==> src/rtl/mem_pkg.sv <==
// Shared definitions for the posted-write store buffer.
//   sb_state_t : request sequencer states
//   sb_entry_t : one buffered store {word address, data} in the default 32/32 geometry
//   WORD_OFS   : byte-offset bits dropped from word addresses
package mem_pkg;

    localparam int WORD_OFS = 2;
    localparam int SB_AW    = 32;
    localparam int SB_DW    = 32;

    typedef enum logic [1:0] {
        SB_IDLE,
        SB_DRAIN,
        SB_READ,
        SB_RDONE
    } sb_state_t;

    typedef struct packed {
        logic [SB_AW-1:WORD_OFS] addr;
        logic [SB_DW-1:0]        data;
    } sb_entry_t;

endpackage

==> src/rtl/sb_fifo.sv <==
// Circular store queue with associative youngest-match lookup.
// Ports:
//   clk, reset        clock, asynchronous active-low reset (pointers/count only)
//   push, push_addr, push_data   enqueue at tail (caller guarantees !full)
//   pop               drop head entry (caller guarantees !empty)
//   lookup_addr       word address searched among valid entries
//   count, full, empty   occupancy
//   head_addr/data    oldest entry
//   next_addr/data    entry behind the head (valid when count >= 2)
//   hit, hit_data     youngest valid entry whose address equals lookup_addr
module sb_fifo
    import mem_pkg::*;
#(
    parameter int DEPTH = 4,
    parameter int AW    = 32,
    parameter int DW    = 32,
    localparam int PW   = $clog2(DEPTH),
    localparam int CW   = PW + 1
) (
    input  logic                 clk,
    input  logic                 reset,
    input  logic                 push,
    input  logic [AW-1:WORD_OFS] push_addr,
    input  logic [DW-1:0]        push_data,
    input  logic                 pop,
    input  logic [AW-1:WORD_OFS] lookup_addr,
    output logic [CW-1:0]        count,
    output logic                 full,
    output logic                 empty,
    output logic [AW-1:WORD_OFS] head_addr,
    output logic [DW-1:0]        head_data,
    output logic [AW-1:WORD_OFS] next_addr,
    output logic [DW-1:0]        next_data,
    output logic                 hit,
    output logic [DW-1:0]        hit_data
);

    logic [AW-1:WORD_OFS] addr_q [DEPTH];
    logic [DW-1:0]        data_q [DEPTH];
    logic [PW-1:0]        head;
    logic [PW-1:0]        tail;
    logic [PW-1:0]        next_idx;
    logic [PW-1:0]        idx;

    // Entry storage carries no reset; validity comes from head/count alone.
    always_ff @(posedge clk) begin
        if (push) begin
            addr_q[tail] <= push_addr;
            data_q[tail] <= push_data;
        end
    end

    always_ff @(posedge clk or negedge reset) begin
        if (!reset) begin
            head  <= '0;
            tail  <= '0;
            count <= '0;
        end else begin
            if (push) tail <= tail + 1'b1;
            if (pop)  head <= head + 1'b1;
            case ({push, pop})
                2'b10:   count <= count + 1'b1;
                2'b01:   count <= count - 1'b1;
                default: ;
            endcase
        end
    end

    assign full      = (count == CW'(DEPTH));
    assign empty     = (count == '0);
    assign next_idx  = head + 1'b1;
    assign head_addr = addr_q[head];
    assign head_data = data_q[head];
    assign next_addr = addr_q[next_idx];
    assign next_data = data_q[next_idx];

    // Walk oldest to youngest so the last match seen is the youngest one.
    always_comb begin
        hit      = 1'b0;
        hit_data = '0;
        idx      = '0;
        for (int i = 0; i < DEPTH; i++) begin
            idx = head + PW'(i);
            if ((CW'(i) < count) && (addr_q[idx] == lookup_addr)) begin
                hit      = 1'b1;
                hit_data = data_q[idx];
            end
        end
    end

endmodule

==> src/rtl/mem_store_buffer.sv <==
// Posted-write store buffer between the CPU memory stage and a slow
// single-port data memory. Stores are queued and drained in order; loads
// hit the queue (youngest match) or go to memory with the CPU stalled.
// Ports:
//   clk, reset                    clock, asynchronous active-low reset
//   MemWrite, MemRead, ALUResult, WriteDataM   CPU memory-stage request
//   ReadData, Stall, SbEmpty      CPU-side results / status
//   mem_req, mem_we, mem_addr, mem_wdata       registered memory request
//   mem_ack, mem_rdata            memory handshake / read data
module mem_store_buffer
    import mem_pkg::*;
#(
    parameter int DEPTH = 4,
    parameter int AW    = 32,
    parameter int DW    = 32
) (
    input  logic          clk,
    input  logic          reset,
    input  logic          MemWrite,
    input  logic          MemRead,
    input  logic [AW-1:0] ALUResult,
    input  logic [DW-1:0] WriteDataM,
    output logic [DW-1:0] ReadData,
    output logic          Stall,
    output logic          SbEmpty,
    output logic          mem_req,
    output logic          mem_we,
    output logic [AW-1:0] mem_addr,
    output logic [DW-1:0] mem_wdata,
    input  logic          mem_ack,
    input  logic [DW-1:0] mem_rdata
);

    localparam int CW = $clog2(DEPTH) + 1;

    sb_state_t            state;
    sb_state_t            state_nxt;
    logic [DW-1:0]        rdata_q;
    logic [AW-1:WORD_OFS] word_addr;
    logic [CW-1:0]        count;
    logic                 full;
    logic                 empty;
    logic [AW-1:WORD_OFS] head_addr;
    logic [DW-1:0]        head_data;
    logic [AW-1:WORD_OFS] next_addr;
    logic [DW-1:0]        next_data;
    logic                 hit;
    logic [DW-1:0]        hit_data;
    logic                 push;
    logic                 pop;
    logic                 rd_req;
    logic                 load_miss;
    logic                 more;
    logic                 start_read;
    logic                 start_write;
    logic                 end_req;
    logic [AW-1:WORD_OFS] wr_addr;
    logic [DW-1:0]        wr_data;
    logic                 unused_addr_lsb;

    assign word_addr       = ALUResult[AW-1:WORD_OFS];
    assign unused_addr_lsb = ^ALUResult[WORD_OFS-1:0];

    // A full buffer refuses the store even if a drain ack frees a slot now.
    assign push      = MemWrite && !full;
    assign rd_req    = MemRead && !MemWrite;
    assign load_miss = rd_req && !hit && (state != SB_RDONE);
    assign pop       = (state == SB_DRAIN) && mem_ack;
    // Something is left to drain after this pop, counting a same-edge store.
    assign more      = (count > CW'(1)) || push;

    sb_fifo #(
        .DEPTH (DEPTH),
        .AW    (AW),
        .DW    (DW)
    ) u_fifo (
        .clk         (clk),
        .reset       (reset),
        .push        (push),
        .push_addr   (word_addr),
        .push_data   (WriteDataM),
        .pop         (pop),
        .lookup_addr (word_addr),
        .count       (count),
        .full        (full),
        .empty       (empty),
        .head_addr   (head_addr),
        .head_data   (head_data),
        .next_addr   (next_addr),
        .next_data   (next_data),
        .hit         (hit),
        .hit_data    (hit_data)
    );

    always_ff @(posedge clk or negedge reset) begin
        if (!reset) state <= SB_IDLE;
        else        state <= state_nxt;
    end

    always_comb begin
        state_nxt = state;
        case (state)
            SB_IDLE: begin
                if (load_miss)   state_nxt = SB_READ;
                else if (!empty) state_nxt = SB_DRAIN;
            end
            SB_DRAIN: begin
                if (mem_ack) begin
                    if (load_miss) state_nxt = SB_READ;
                    else if (more) state_nxt = SB_DRAIN;
                    else           state_nxt = SB_IDLE;
                end
            end
            SB_READ: begin
                if (mem_ack) state_nxt = SB_RDONE;
            end
            default: state_nxt = SB_IDLE;
        endcase
    end

    always_comb begin
        Stall       = (MemWrite && full) || load_miss;
        ReadData    = '0;
        if (state == SB_RDONE)  ReadData = rdata_q;
        else if (rd_req && hit) ReadData = hit_data;
        start_read  = 1'b0;
        start_write = 1'b0;
        end_req     = 1'b0;
        wr_addr     = head_addr;
        wr_data     = head_data;
        case (state)
            SB_IDLE: begin
                if (load_miss)   start_read  = 1'b1;
                else if (!empty) start_write = 1'b1;
            end
            SB_DRAIN: begin
                if (mem_ack) begin
                    if (load_miss) begin
                        start_read = 1'b1;
                    end else if (more) begin
                        start_write = 1'b1;
                        // With one entry left, the next head is the store landing now.
                        if (count > CW'(1)) begin
                            wr_addr = next_addr;
                            wr_data = next_data;
                        end else begin
                            wr_addr = word_addr;
                            wr_data = WriteDataM;
                        end
                    end else begin
                        end_req = 1'b1;
                    end
                end
            end
            SB_READ: begin
                if (mem_ack) end_req = 1'b1;
            end
            default: ;
        endcase
    end

    // Request registers hold steady from assertion through the ack cycle.
    always_ff @(posedge clk or negedge reset) begin
        if (!reset) begin
            mem_req   <= 1'b0;
            mem_we    <= 1'b0;
            mem_addr  <= '0;
            mem_wdata <= '0;
        end else if (start_read) begin
            mem_req  <= 1'b1;
            mem_we   <= 1'b0;
            mem_addr <= {word_addr, {WORD_OFS{1'b0}}};
        end else if (start_write) begin
            mem_req   <= 1'b1;
            mem_we    <= 1'b1;
            mem_addr  <= {wr_addr, {WORD_OFS{1'b0}}};
            mem_wdata <= wr_data;
        end else if (end_req) begin
            mem_req <= 1'b0;
            mem_we  <= 1'b0;
        end
    end

    always_ff @(posedge clk or negedge reset) begin
        if (!reset)                           rdata_q <= '0;
        else if (state == SB_READ && mem_ack) rdata_q <= mem_rdata;
    end

    assign SbEmpty = (count == '0) && (state != SB_DRAIN);

endmodule
==> config.mk <==
export PLATFORM = sky130hd
export DESIGN_NAME = mem_store_buffer
export DESIGN_NICKNAME = d
export VERILOG_FILES = /design/src/rtl/mem_pkg.sv /design/src/rtl/sb_fifo.sv /design/src/rtl/mem_store_buffer.sv
export SDC_FILE = /design/constraint.sdc
export NUM_CORES = 1
export LEC_CHECK = 0
export CAP_MARGIN = 20
export CORE_MARGIN = 2
export CORE_UTILIZATION = 35
export CTS_CLUSTER_SIZE = 14
export DETAILED_ROUTE_END_ITERATION = 10
export PLACE_DENSITY = 0.64
export SLEW_MARGIN = 20
export SYNTH_ARGS = -nofsm -noshare
export SYNTH_HDL_FRONTEND = slang
export SYNTH_HIERARCHICAL = 1
export SYNTH_SLANG_ARGS = --single-unit
==> constraint.sdc <==
create_clock -name clk -period 4.65 [get_ports clk]
set_input_delay 0.93 -clock clk [delete_from_list [all_inputs] [get_ports clk]]
set_output_delay 0.93 -clock clk [all_outputs]
set_load 0.01 [all_outputs]
==> Word level (Yosys, flattened, before mapping) <==
Memories as Yosys holds them, arrays and structs flattened.
Index checks and enable logic that the tools add are counted.
{ "totals": {"reg_bits": 107, "latchBits": 0, "mem_bits_rw": 248, "mem_bits_ro": 0, "inputBits": 101, "n_memories": 2} }
{ "op_classes": {"add_sub_neg": 6, "mul": 0, "div": 0, "magnitude_cmp": 5, "n_eq_ne": 15, "n_shift": 0, "n_mux": 50, "bitwise": 1, "n_reduce_logical": 25} }
{ "mem_list": {"columns": ["name", "depth", "word_bits", "read_ports", "rd_ports_with_merged_regs", "wr", "line_no", "source"], "rows": [
  ["u_fifo.data_q", 4, 32, 4, 0, 1, "sb_fifo.sv:39", "logic [DW-1:0] data_q [DEPTH];"],
  ["u_fifo.addr_q", 4, 30, 4, 0, 1, "sb_fifo.sv:38", "logic [AW-1:WORD_OFS] addr_q [DEPTH];"]
]} }
{ "ops": {"columns": ["cell", "count"], "rows": [
  ["32-bit 2-to-1 mux", 13],
  ["30-bit 2-to-1 mux", 5],
  ["30-bit equality test", 4],
  ["1-bit 2-to-1 mux", 22],
  ["1-bit logical AND", 13],
  ["2-bit 2-to-1 mux", 5],
  ["2-bit equality test (second input constant)", 3],
  ["1-bit by 3-bit < comparator with 1-bit output (first input constant)", 2],
  ["2-bit by 3-bit < comparator with 1-bit output (first input constant)", 2],
  ["2-bit inequality test (second input constant)", 3],
  ["1-bit one-hot mux with 2 select lines", 3],
  ["2-bit one-hot mux with 3 select lines", 1],
  ["3-bit one-hot mux with 2 select lines", 1],
  ["2-bit by 1-bit adder with 2-bit output (second input constant)", 2],
  ["2-bit adder (second input constant)", 2],
  ["2-bit by 1-bit equality test with 1-bit output (second input constant)", 2],
  ["2-bit nonzero test", 2],
  ["3-bit by 1-bit adder with 3-bit output (second input constant)", 1],
  ["3-bit equality test (second input constant)", 1],
  ["3-bit by 1-bit > comparator with 1-bit output (second input constant)", 1],
  ["1-bit zero test", 3],
  ["3-bit zero test", 1],
  ["3-bit inequality test (second input constant)", 1],
  ["3-bit AND reduction", 1],
  ["other kinds (7)", 8]
]} }

==> Depth between registers and ports, before layout <==
An unclocked memory read counts as a cell.
{ "logic_depth": {"depth_word": 16, "mapped_depth": 22, "depth_no_buf": 12} }

==> Cells and area by module <==
Netlist, hierarchy kept.
{ "by_module_without_submodules": {"columns": ["module", "n_inst", "cells_each", "area_each_um2", "seq_area_each_um2"], "rows": [
  ["sb_fifo", 1, 1357, 17202.7, 7622.3],
  ["mem_store_buffer", 1, 576, 5850.6, 2452.4]
]} }

==> Worst setup path after synthesis <==
Ideal clock, no wire load.
{ "synth_path": {"kind": "input to output", "start": "input ALUResult[19]", "end": "output ReadData[0]", "arrival_ps": 3831, "path_slack_ps": -111, "path_stages": 13, "path_buffers": 5, "cell_sequence": "clkbuf_1 > o22ai_1 > a211o_1 > a2111oi_0 > o2111ai_1 > nor4b_2 > buf_4 > buf_2 > or3_1 > nor4bb_1 > clkbuf_1 > clkbuf_1 > a22o_1"} }
{ "synth_between": {"elab_chain_cells": 9} }
{ "synth_lines": {"columns": ["element", "line_no", "source"], "rows": [
  ["start: declaration", "mem_store_buffer.sv:21", "input logic [AW-1:0] ALUResult,"],
  ["30-bit equality test", "sb_fifo.sv:84", "if ((CW'(i) < count) && (addr_q[idx] == lookup_addr)) begin"],
  ["1-bit logical AND", "sb_fifo.sv:84", null],
  ["1-bit 2-to-1 mux (3 in series)", "sb_fifo.sv:84", null],
  ["1-bit 2-to-1 mux *", "sb_fifo.sv:84", null],
  ["net hit", "mem_store_buffer.sv:47", "logic hit;"],
  ["1-bit logical AND *", "mem_store_buffer.sv:125", "else if (rd_req && hit) ReadData = hit_data;"],
  ["32-bit 2-to-1 mux *", "mem_store_buffer.sv:125", null],
  ["32-bit 2-to-1 mux *", "mem_store_buffer.sv:124", "if (state == SB_RDONE) ReadData = rdata_q;"],
  ["end: declaration", "mem_store_buffer.sv:23", "output logic [DW-1:0] ReadData,"]
]} }
The timed path passes the listed nets; every way through them passes the cells marked *.

==> Worst setup path in the final report <==
{ "layout_path": {"start": "register u_fifo.head[0]", "end": "output ReadData[8]"} }
{ "layout_rtl": {"columns": ["element", "line_no", "source"], "rows": [
  ["start: declaration", "sb_fifo.sv:40", "logic [PW-1:0] head;"],
  ["start signal: assignment", "sb_fifo.sv:60", "if (pop) head <= head + 1'b1;"],
  ["2-bit by 1-bit adder with 2-bit output or memory 4 x 30 bit (tied branches)", null, null],
  ["memory 4 x 30 bit or 30-bit equality test (tied branches)", null, null],
  ["30-bit equality test or 1-bit logical AND (tied branches)", "sb_fifo.sv:84", null],
  ["1-bit logical AND or 32-bit 2-to-1 mux (tied branches)", "sb_fifo.sv:84", null],
  ["32-bit 2-to-1 mux (2 in series)", "sb_fifo.sv:84", null],
  ["32-bit 2-to-1 mux *", "sb_fifo.sv:84", null],
  ["net hit_data[8]", "mem_store_buffer.sv:48", "logic [DW-1:0] hit_data;"],
  ["32-bit 2-to-1 mux *", "mem_store_buffer.sv:125", null],
  ["32-bit 2-to-1 mux *", "mem_store_buffer.sv:124", null]
]} }
Marked as above.

==> impl_summary.txt <==
----------------------------------------------------
[Timing]
  Number of pins exceeding their max-slew limit in the final report ... 0
  Post-Route Skew ... 0.0523 ns
  Post-route fraction of the period consumed by the critical path ... 119%
  Setup WS post-layout ... -0.873 ns
  Fin crit period ... 5.52 ns
  Final setup violation count ... 94
  Unrepaired setup endpoints after global routing ... true
  Highest attainable clock frequency ... 181 MHz
  Hold Slack ... 0.390 ns
  Tightest slew margin relative to the limit ... 33.9%
  Number of hold violations in the final report ... 0
  Transition time of the tightest slew-check pin ... 0.988 ns

[Worst setup path]
  Kind of capture point of the worst setup path ... output port
  Worst Reg-to-Reg Cells ... 22
  Launch point of the worst path ... u_fifo/head[0]$_DFFE_PN0P_
  Startpoint of the lowest-slack register-to-register path ... u_fifo/head[0]$_DFFE_PN0P_
  CP Data Arrival Time ... 4.59 ns
  Termination of the worst setup path ... ReadData[8]
  R2R setup slack ... -0.13 ns
  CP Launch Type ... flip-flop
  Crit-path max FO ... 7
  Kind of critical path ... reg -> out
  Endpoint of the worst-slack reg-to-reg timing path ... mem_addr[2]$_DFFE_PN0P_
  Data required time of the critical path ... 3.72 ns

[Drt]
  Met3 wire length ... 6700 um
  WL met1 ... 37,100 um
  Routed length on met2 ... 44,400 um
  Remaining routing DRC violations ... 0
  Final Routed Wirelength ... 91,900 um
  Post-route ant nets ... 0
  TritonRoute pass-1 iters ... 8
  Total via count in the routed design ... 20,200
  First DRT Iteration DRCs ... 1,891
  Routed length per placed instance ... 26.8 um
  Top sig layer ... met5
  Via count normalized by instance count ... 5.89

[Synthesis]
  Sequential share of the synthesized area ... 43.7%
  Seq cells post-synth ... 353
  Cell area after synthesis ... 23,100 um2
  Top cells by area, synth ... edfxtp_1 (32%), mux2i_1 (13%), dfrtp_1 (11%)
  Cell taking the most area after synthesis ... edfxtp_1
  Async set-reset flop share out of synthesis ... 29.7%
  Cell with the most instances after synthesis ... mux2i_1
  List of most frequent post-synthesis cells ... mux2i_1 (301), edfxtp_1 (248), dfrtp_1 (105)
  Number of warnings printed during yosys synthesis ... 6
  Post-synth EDFFs ... 248
  Cell variety after synth ... 87
  Avg Inst Size Synth ... 11.9 um2
  Cell count after synthesis ... 1,933
  Synth Flop Type ... edfxtp_1
  Post-synth top area share ... 32.3%

[CTS]
  Clock tree from TritonCTS ... yes
  H-tree lvl count ... 2
  Clock tree root buffer cell ... clkbuf_16
  Buffers from clock root to sink, at most ... 3
  Number of sinks driven by the clock tree ... 353
  Clock-pin slew of the registers on the worst-case setup and hold paths ... 0.06 ns
  Count of hold buffers inserted by post-cts repair ... 0
  Clock latency reported for the late side of the worst-skew pair ... 0.62 ns
  Total clock buffers created by CTS ... 43

[Layout]
  Final-stage net count ... 2,643
  Layout area overhead ... 40.3%
  Share of post-route cells with drive strength above 1 ... 36.6%
  Final non-filler cell area ... 32,300 um2
  Post-route insts no fill ... 3,428

[Placed design]
  Place WS ... -1.05 ns
  Final RePlAce weighted congestion ... 0.971
  Placed Instance Area ... 29,000 um2
  Total of buffers placed on input and output ports ... 196
  Post-DP HPWL ... 59,000 um
  Number of cells after detailed placement ... 3,269

[Outcome]
  Violated checks ... negative setup slack
  Outcome ... complete, but fails checks

[Pwr]
  P_sw ... 8780 uW
  Total leakage power ... 0.0132 uW
  Combinational group share of total power ... 61.7%
  Max VDD drop ... 0.459 mV
  Sequential fraction of design power ... 22.8%
  Proportion of power drawn by the clock network ... 15.5%
  Sw Ratio ... 40.9%
  Internal power summed over all cells ... 12,700 uW
  Power density over the cells ... 664 nW/um2
  Total Power ... 21,500 uW

[Floorplanning]
  Overall die height ... 261 um
  Placeable Area ... 65,500 um2
  Starting density of the core ... 35.2%
  Placement row count ... 94
  I/O pin cnt ... 201
  Die outline area ... 67,900 um2
  Die W ... 261 um

[Flow run]
  MaxCap Viol Count ... 0

[Global route]
  GR Util All Layers ... 25.2%
  First-pass GRT wire length ... 129,000 um
  Largest net degree at the start of global routing ... 146
  Number of antenna violations at the first check in global routing ... 3
  Number of global-route vias before repair ... 20,000
  Total gr overflow ... 0

[Hold path]
  Min-delay worst type ... in -> async

----------------------------------------------------
## area by class of cell
type / count / area (um2)
inverters: 24 / 103
clock buffers: 62 / 1180
flip-flops and latches: 353 / 10100
well taps: 864 / 1080
repair buffers: 734 / 7140
multi-input cells: 1372 / 12500
clock inverters: 18 / 199
fillers: 5728 / 33200
diodes: 1 / 2.50
## what timing repair did
| action | CTS | global route |
|---|---|---|
| gates resized for setup | 222 | 127 |
| setup buffers | 34 | 23 |
| cloned | 10 | 19 |
| pin swaps | 100 | 56 |
| endpoints found under the setup margin | 99 | 98 |
## critical path, cell delays in order (launching register included)
cell and delay [ns]:
dfrtp_4 0.53, buf_12 0.17, buf_6 0.11, mux4_2 0.48, xnor2_2 0.19, buf_4 0.15
o2111ai_2 0.08, or4b_4 0.54, nor4_4 0.30, buf_4 0.19, a211oi_4 0.07, buf_12 0.14
buf_12 0.15, buf_12 0.13, a221oi_2 0.28, o32a_1 0.21, a22o_1 0.13, buf_2 0.12
## cells in the final DEF (no fill, tap or decap), types with 36 or more instances in the layout
master	netlist	final
buf_4	18	428
nor2_1	65	61
mux2i_1	301	269
clkdlybuf4s50_1	0	162
xnor2_1	68	55
mux4_2	41	44
edfxtp_1	248	248
a211o_1	36	36
dfrtp_1	105	103
clkbuf_16	0	59
nand2_1	95	90
buf_12	6	48
mux2_2	78	78
and2_1	69	64
a21oi_1	94	69
## worst min-delay path by stage
stage                             startpoint  slack [ns]  cells past startpoint                        end
floorplan            rdata_q[21]$_DFFE_PN0P_        0.48                      1    rdata_q[21]$_DFFE_PN0P_
global placement    mem_wdata[6]$_DFFE_PN0P_        0.47                      1   mem_wdata[6]$_DFFE_PN0P_
detailed placement  mem_wdata[6]$_DFFE_PN0P_        0.48                      1   mem_wdata[6]$_DFFE_PN0P_
CTS                                    reset        0.42                      1  mem_wdata[13]$_DFFE_PN0P_
global route                           reset        0.45                      1  mem_wdata[13]$_DFFE_PN0P_
finish                                 reset        0.39                      1  mem_wdata[13]$_DFFE_PN0P_
## per-stage QoR
stage | utilization (%) | TNS (ns)
6_report | 49.4 | -30.26
3_3_place_gp | 44.3 | -70.29
5_1_grt | 49.4 | -37.05
3_5_place_dp | 44.3 | -73.18
4_1_cts | 47.6 | -25.21
2_1_floorplan | - | 0
## power groups by stage
stage | clock network (uW) | logic [uW] | registers, uW
final | 3330 | 13200 | 4910
after global routing | 3490 | 13900 | 5000
after floorplan | 0 | 6720 | 4920
after global placement | 0 | 11600 | 4920
after detailed placement | 0 | 11700 | 4970
after CTS | 3370 | 12200 | 4890
## metal layers
metal	GRT usage, %	vias up
met4	9.22	4
met1	32.3	10300
met5	0	-
met3	3.86	194
li1	-	8808
met2	43.0	914
## flip-flops by register name, summed over array words and instances (netlist names)
name / flops
mem_addr: 30
mem_req: 1
mem_wdata: 32
mem_we: 1
rdata_q: 32
state: 2
u_fifo/addr_q: 120
u_fifo/count: 3
u_fifo/data_q: 128
u_fifo/head: 2
u_fifo/tail: 2
## cells by family after synthesis
| group | synth area share (%) |
|---|---|
| multiplexers | 21.8 |
| AND/OR/NAND/NOR | 10.2 |
| AO/OA/AOI/OAI | 14.4 |
| flip-flops | 43.7 |
| buffers and inverters | 5.32 |
| XOR/XNOR | 3.88 |
| adder cells (fa/ha/maj) | 0.760 |
| other | 0.0163 |
(Power assumes the default switching activity.)
